$ cat src/rtl/pipe_ctrl.sv
// rtl/pipe_ctrl.sv - pipeline hold/redirect controller for the RISC-V core.
// Optional bus watchdog built when PIPE_CTRL_BUS_TIMEOUT_EN is defined.
module pipe_ctrl #(
  parameter int unsigned FLUSH_CYCLES = 1,
  parameter int unsigned BUS_TIMEOUT  = 255,
  parameter logic [31:0] TRAP_ADDR    = 32'h0000_0010
) (
  input  logic        clk,
  input  logic        rst,
  input  logic        jump_flag_i,
  input  logic [31:0] jump_addr_i,
  input  logic        int_assert_i,
  input  logic [31:0] int_addr_i,
  input  logic        hold_ex_i,
  input  logic        hold_bus_i,
  input  logic        jtag_halt_i,
  output logic [2:0]  hold_flag_o,
  output logic        jump_flag_o,
  output logic [31:0] jump_addr_o,
  output logic        bus_timeout_o,
  output logic        halted_o
);

  localparam logic [2:0] HOLD_NONE = 3'd0;
  localparam logic [2:0] HOLD_PC   = 3'd1;
  localparam logic [2:0] HOLD_ID   = 3'd3;

  typedef enum logic [1:0] {RUN, FLUSH, STALL, HALT} state_e;

  state_e      state_q;
  logic [2:0]  hold_q;
  logic        jump_flag_q;
  logic [31:0] jump_addr_q;
  logic        halted_q;
  logic [3:0]  flush_cnt_q;

  logic        wd_expire;
  logic        redirect;
  logic [31:0] redirect_addr;
  logic [2:0]  hold_req;

  always_comb begin
    redirect      = wd_expire | int_assert_i | jump_flag_i;
    redirect_addr = jump_addr_i;
    if (wd_expire) begin
      redirect_addr = TRAP_ADDR;
    end else if (int_assert_i) begin
      redirect_addr = int_addr_i;
    end
    hold_req = HOLD_NONE;
    if (hold_ex_i) begin
      hold_req = HOLD_ID;
    end else if (hold_bus_i) begin
      hold_req = HOLD_PC;
    end
  end

  // RUN and STALL share one decision path; they differ only in the hold they drive.
  always_ff @(posedge clk or negedge rst) begin
    if (!rst) begin
      state_q     <= RUN;
      hold_q      <= HOLD_NONE;
      jump_flag_q <= 1'b0;
      jump_addr_q <= 32'h0;
      halted_q    <= 1'b0;
      flush_cnt_q <= 4'd0;
    end else begin
      jump_flag_q <= 1'b0;
      if (jtag_halt_i) begin
        state_q     <= HALT;
        hold_q      <= HOLD_ID;
        halted_q    <= 1'b1;
        flush_cnt_q <= 4'd0;
      end else if (state_q == HALT) begin
        state_q  <= RUN;
        hold_q   <= HOLD_NONE;
        halted_q <= 1'b0;
      end else if (redirect) begin
        state_q     <= FLUSH;
        hold_q      <= HOLD_ID;
        jump_flag_q <= 1'b1;
        jump_addr_q <= redirect_addr;
        flush_cnt_q <= 4'(FLUSH_CYCLES);
      end else if (state_q == FLUSH && flush_cnt_q > 4'd1) begin
        hold_q      <= HOLD_ID;
        flush_cnt_q <= flush_cnt_q - 4'd1;
      end else begin
        flush_cnt_q <= 4'd0;
        hold_q      <= hold_req;
        state_q     <= (hold_req != HOLD_NONE) ? STALL : RUN;
      end
    end
  end

`ifdef PIPE_CTRL_BUS_TIMEOUT_EN
  logic [15:0] wdog_cnt_q;
  logic        bus_timeout_q;

  assign wd_expire = hold_bus_i && (state_q != HALT) &&
                     (wdog_cnt_q == 16'(BUS_TIMEOUT - 1));

  always_ff @(posedge clk or negedge rst) begin
    if (!rst) begin
      wdog_cnt_q    <= 16'd0;
      bus_timeout_q <= 1'b0;
    end else begin
      // A simultaneous halt takes the redirect slot, so no pulse is reported.
      bus_timeout_q <= wd_expire && !jtag_halt_i;
      if (!hold_bus_i || wd_expire) begin
        wdog_cnt_q <= 16'd0;
      end else if (state_q != HALT) begin
        wdog_cnt_q <= wdog_cnt_q + 16'd1;
      end
    end
  end

  assign bus_timeout_o = bus_timeout_q;
`else
  logic unused_bus_timeout;
  assign unused_bus_timeout = ^BUS_TIMEOUT;
  assign wd_expire          = 1'b0;
  assign bus_timeout_o      = 1'b0;
`endif

  assign hold_flag_o = hold_q;
  assign jump_flag_o = jump_flag_q;
  assign jump_addr_o = jump_addr_q;
  assign halted_o    = halted_q;

endmodule

$ cat config.mk
export PLATFORM = sky130hd
export DESIGN_NAME = pipe_ctrl
export DESIGN_NICKNAME = d
export VERILOG_FILES = /design/src/rtl/pipe_ctrl.sv
export SDC_FILE = /design/constraint.sdc
export NUM_CORES = 1
export LEC_CHECK = 0
export BUFFER_PORTS_ARGS = -buffer_cell sky130_fd_sc_hd__clkbuf_2
export CAP_MARGIN = 10
export CELL_PAD_IN_SITES_DETAIL_PLACEMENT = 0
export CELL_PAD_IN_SITES_GLOBAL_PLACEMENT = 1
export CORE_ASPECT_RATIO = 0.8
export CORE_MARGIN = 2
export CORE_UTILIZATION = 29
export DETAILED_ROUTE_END_ITERATION = 10
export PLACE_DENSITY_LB_ADDON = 0.05
export SLEW_MARGIN = 20
export SYNTH_ARGS = -nofsm -noshare
export SYNTH_HDL_FRONTEND = slang
export SYNTH_SLANG_ARGS = --single-unit
$ cat constraint.sdc
create_clock -name clk -period 1.2 [get_ports clk]
set_input_delay 0.3 -clock clk [delete_from_list [all_inputs] [get_ports clk]]
set_output_delay 0.3 -clock clk [all_outputs]
set_load 0.1 [all_outputs]
# Word level (Yosys, flattened, before mapping)
# Cells that the tools add are included.
[op_classes]
add_sub_neg = 1
order_cmp = 1
eq_ne = 4
mux = 21
n_bitwise = 3
reduce_logical = 4
[ops]
columns = ["op", "n"]
rows = [
  ["two-way mux 32 bit", 1],
  ["two-way mux 4 bit", 4],
  ["two-way mux 3 bit", 5],
  ["two-way mux 2 bit", 5],
  ["two-way mux 1 bit", 6],
  ["> comparator 4 x 1 -> 1 bit (second input constant)", 1],
  ["inequality test 4 bit (second input constant)", 1],
  ["subtractor 4 x 1 -> 4 bit (second input constant)", 1],
  ["AND reduction 3 bit", 1],
  ["nonzero test 3 bit", 1],
  ["equality test 2 x 1 -> 1 bit (second input constant)", 1],
  ["equality test 2 bit (second input constant)", 1],
  ["inequality test 2 bit (second input constant)", 1],
  ["NOT 1 bit", 2],
  ["nonzero test 2 bit", 1],
  ["logical AND 1 bit", 1],
  ["OR 1 bit", 1],
]
[totals]
register_bits = 43
in_bits = 71
out_inout_bits = 38
wordCells = 40

# Depth between registers and ports, before layout
[logic_depth]
ltp_word = 8
mapped_depth = 7
ltp_nobuf = 6

# Worst setup path before layout
# Ideal clock, no wire load.
[synth_timing]
kind = "reg2reg"
from = "register flush_cnt_q[0]"
to = "register flush_cnt_q[0]"
setup_time_ns = 0.078
arrival_ns = 1.244
required_time_ns = 1.122
path_slack_ns = -0.122
stages_incl_launch_ff = 7
n_path_buf = 0
synth_period_minus_slack_ns = 1.322
path_cell_list = "dfrtp_1 > inv_1 > ha_1 > nor2_1 > o211ai_1 > mux2_2 > o21bai_1"
[synth_between]
elab_chain_cells = 6
word_cells_on_any_way = 7
cone_classes = "add/sub (1); order compare (1); mux (4); reduce/logical (1)"
[synth_rtl]
columns = ["element", "line_no", "source"]
rows = [
  ["start: declaration", "35", "logic [3:0] flush_cnt_q;"],
  ["start signal: assignment", "83", "flush_cnt_q <= 4'(FLUSH_CYCLES);"],
  ["start signal: assignment", "86", "flush_cnt_q <= flush_cnt_q - 4'd1;"],
  ["> comparator 4 x 1 -> 1 bit", "84", "end else if (state_q == FLUSH && flush_cnt_q > 4'd1) begin"],
  ["logical AND 1 bit", "84", ""],
  ["two-way mux 4 bit (*)", "84", ""],
  ["two-way mux 4 bit (*)", "78", "end else if (redirect) begin"],
  ["two-way mux 4 bit (*)", "74", "end else if (state_q == HALT) begin"],
  ["two-way mux 4 bit (*)", "69", "if (jtag_halt_i) begin"],
]
# Mark *: on every way between the ends. The rest lies on a longest branch, timed or not. The select of a mux whose other input is x is not followed.
# A chain may end at the register's enable or synchronous reset.

# Worst setup path in the final report
[layout_timing]
from = "register flush_cnt_q[0]"
to = "register hold_q[0], in the netlist hold_flag_o[0]"
[layout_between]
elab_chain_cells = 6
[layout_rtl]
columns = ["element", "line_no", "source"]
rows = [
  ["> comparator 4 x 1 -> 1 bit", "84", ""],
  ["logical AND 1 bit", "84", ""],
  ["two-way mux 3 bit", "84", ""],
  ["two-way mux 3 bit", "78", ""],
  ["two-way mux 3 bit", "74", ""],
  ["two-way mux 3 bit", "69", ""],
  ["end signal: assignment", "89", "hold_q <= hold_req;"],
  ["end: declaration", "31", "logic [2:0] hold_q;"],
]
# No other way between the ends.

==> impl_metrics.toml <==
[run_status]
status = "finished, violations left"
violations = "setup timing"

[drt]
post-route-drc-count = 0
drt_iter0_drc = 44
wire_per_inst_um = 14.3
top_layer_used = "met4"
wl_met2_um = 2800
num_vias = 1930
wl_met1_um = 2790
detail_route.first_pass.iterations = 4
dr_wl_met3_um = 449
routed_wl_um = 6050
routed_via_density = 4.57
postRouteAntennaNets = 0

[timing]
fin_ws_ns = -0.244
slew_violations = 0
rsz0062_at_grt = "true"
fmax_ghz = 0.693
hold-worst-slack_ns = 0.248
finalClockSkew_ns = 0.00370
timing.final.hold_violations = 0
setup_violations = 44
fin_crit_sh_pct = 120
fin_crit_ns = 1.44

[synth]
syn_avg_cell_area_um2 = 10.7
synth_seq_area_share_pct = 52.9
synth_area_um2 = 1990
ys_types = 26
synth-warning-count = 0
synthCells = 186
synth-seq-cells = 42

[power_and_ir_drop]
pwr_density_cell_nw_per_um2 = 1730
peakVddDrop_mv = 0.892
power_leakage_nw = 1.86

[floorplan]
initial_core_util_pct = 30.6
die_h_um = 78.1
ios = 109
fp.dieW_um = 96.6
core_area_um2 = 6510
dieArea_um2 = 7540
core.rowCount = 26

[critical_path]
critPathKind = "flop to flop"
crit_slowest_cell = "dfrtp_1"
r2r-start = "flush_cnt_q[0]"
cp.arrival_ns = 1.62
r2r_slack_ns = -0.24
crit_path_start_kind = "flop"
crit_buf_inv = 1
slowest_delay_ns = 0.43
crit_fanout = 3
end_kind = "flop"
worst_path_dominant_cell_family = "compound AO/OA/AOI/OAI gates"
required_ns = 1.38
r2r_end = "hold_flag_o[0]"
reg2reg_depth = 6
crit_chain = "inv_2 > ha_4 > nor2_4 > o211ai_1 > a31oi_1 > a21o_1"

[cells_and_area]
finish.utilization_pct = 61.6
fin_nets = 410
n_antenna_cell = 0
final_cells = 422
stdcell_area_um2 = 4010
area_growth_pct = 102
layout-drive-gt1-share_pct = 74.9
fill_cells = 555

[global_route]
antenna_found_initial = 0
grt_first_pass_wirelength_um = 8780
grt_max_degree = 43
gr-total-overflow = 0
track_usage_pct = 15.1
grt_pass1_vias = 1791

[hold_path]
hold_path_class = "input port to flop"
hold_start = "hold_bus_i"
hold-path-cell-count = 2
whs_endpoint = "hold_flag_o[0]"

[clock_network]
clock_latency_ns = 0.29
cts_root_buf = "clkbuf_8"
clock_path_buffers = 2
cts_made_buffers = 5
htreeDepth = 2
path_clk_slew_ns = 0.08
cts_tree = "built"
clock_sinks = 42

[flow_run]
drv_cap = 0

[placement]
dp_worst_setup_slack_ns = -0.183
place_hpwl_um = 3840
gp_congestion = 0.788
dp.cells = 384
numPortBuffers = 106
place_area_um2 = 3330
[cells by family after synthesis]
family                     count (synthesis)  share of synthesized area (%)
AOI/OAI and AO/OA                         48                           14.9
and+or+nand+nor                           43                           8.87
DFF                                       42                           52.9
muxes                                     33                           16.7
buffers and inverters                     17                           5.22
adders and majority gates                  2                           1.26
other                                      1                          0.189
[worst reg2reg max path: stages, from the launching register on]
cell      delay (ns)
dfrtp_1         0.43
inv_2           0.10
ha_4            0.15
nor2_4          0.03
o211ai_1        0.29
a31oi_1         0.17
a21o_1          0.17
[worst max-delay path by stage]
stage	slack, ns	start	endpoint	cells past startpoint
finish	-0.24	flush_cnt_q[0]	hold_flag_o[0]	6
global placement	-0.12	flush_cnt_q[0]	hold_flag_o[0]	6
detailed placement	-0.18	flush_cnt_q[0]	hold_flag_o[0]	6
floorplan	-0.08	flush_cnt_q[1]	hold_flag_o[0]	6
global route	-0.36	flush_cnt_q[0]	hold_flag_o[0]	6
CTS	-0.17	flush_cnt_q[1]	hold_flag_o[0]	6
[routing by layer]
metal | up-vias | track usage, %
li1 | 937 | -
met1 | 927 | 21.7
met2 | 64 | 23.1
met3 | 2 | 4.32
met4 | 0 | 2.54
met5 | - | 0
[registers in the layout (all words and copies together), names as in the netlist]
| register | flops |
|---|---|
| flush_cnt_q | 4 |
| halted_o | 1 |
| hold_flag_o | 2 |
| jump_addr_o | 32 |
| jump_flag_o | 1 |
| state_q | 2 |
[stage by stage]
step                      TNS (ns)  total power, mW
final                        -4.22             6.94
after global routing         -7.03             7.23
after CTS                    -4.51             6.73
after detailed placement     -3.21             5.48
after global placement       -2.33             5.46
after floorplan             -0.244             4.02
[power breakdown]
part / internal, mW / switching [mW]
Clock: 0.465 / 0.479
Combinational: 1.58 / 2.43
Sequential: 1.70 / 0.276
Total: 3.75 / 3.19
[layout by cell type, fill, tap and decap left out, types with 6 or more instances in the layout]
master    count
clkbuf_2     70
buf_12       42
buf_4        37
mux2i_1      32
a21oi_2      32
dfrtp_2      32
nor2_4       19
nor2_1       15
dfrtp_1      10
clkbuf_8      6
[timing repair]
action / 4_1_cts / 5_1_grt
setup endpoints to repair: 55 / 74
buffers inserted: 10 / 16
hold buffers: 1 / 0
pin swaps: 4 / 4
cloned: 3 / 3
hold endpoints to repair: 42 / 0
gates resized for setup: 41 / 39
[final cells by class]
cell class | count | area [um^2] | share of cell area (%)
clock buffers | 7 | 86.3 | 2.15
inverters | 4 | 15.0 | 0.375
repair buffers | 156 | 1580 | 39.5
multi-input cells | 128 | 1120 | 28.0
well taps | 84 | 105 | 2.62
clock inverters | 1 | 5.00 | 0.125
flip-flops and latches | 42 | 1090 | 27.2
[synth_stat cells (all sizes together)]
cell type  count  area, um^2
dfrtp         42        1050
nor2          35         131
a21oi         34         193
mux2i         32         320
buf           13        88.8
a21o           4        30.0
inv            4        15.0
o21ai          3        15.0
ha             2        25.0
nand2          2        7.51
nand2b         2        12.5
o2111ai        2        17.5
a211oi         1        12.5
a31oi          1        6.26
conb           1        3.75
mux2           1        11.3
nand3b         1        7.51
nor3           1        5.00
nor4           1        6.26
o211ai         1        7.51
o21bai         1        7.51
o31ai          1        7.51
or2            1        6.26
(Power assumes the default switching activity.)
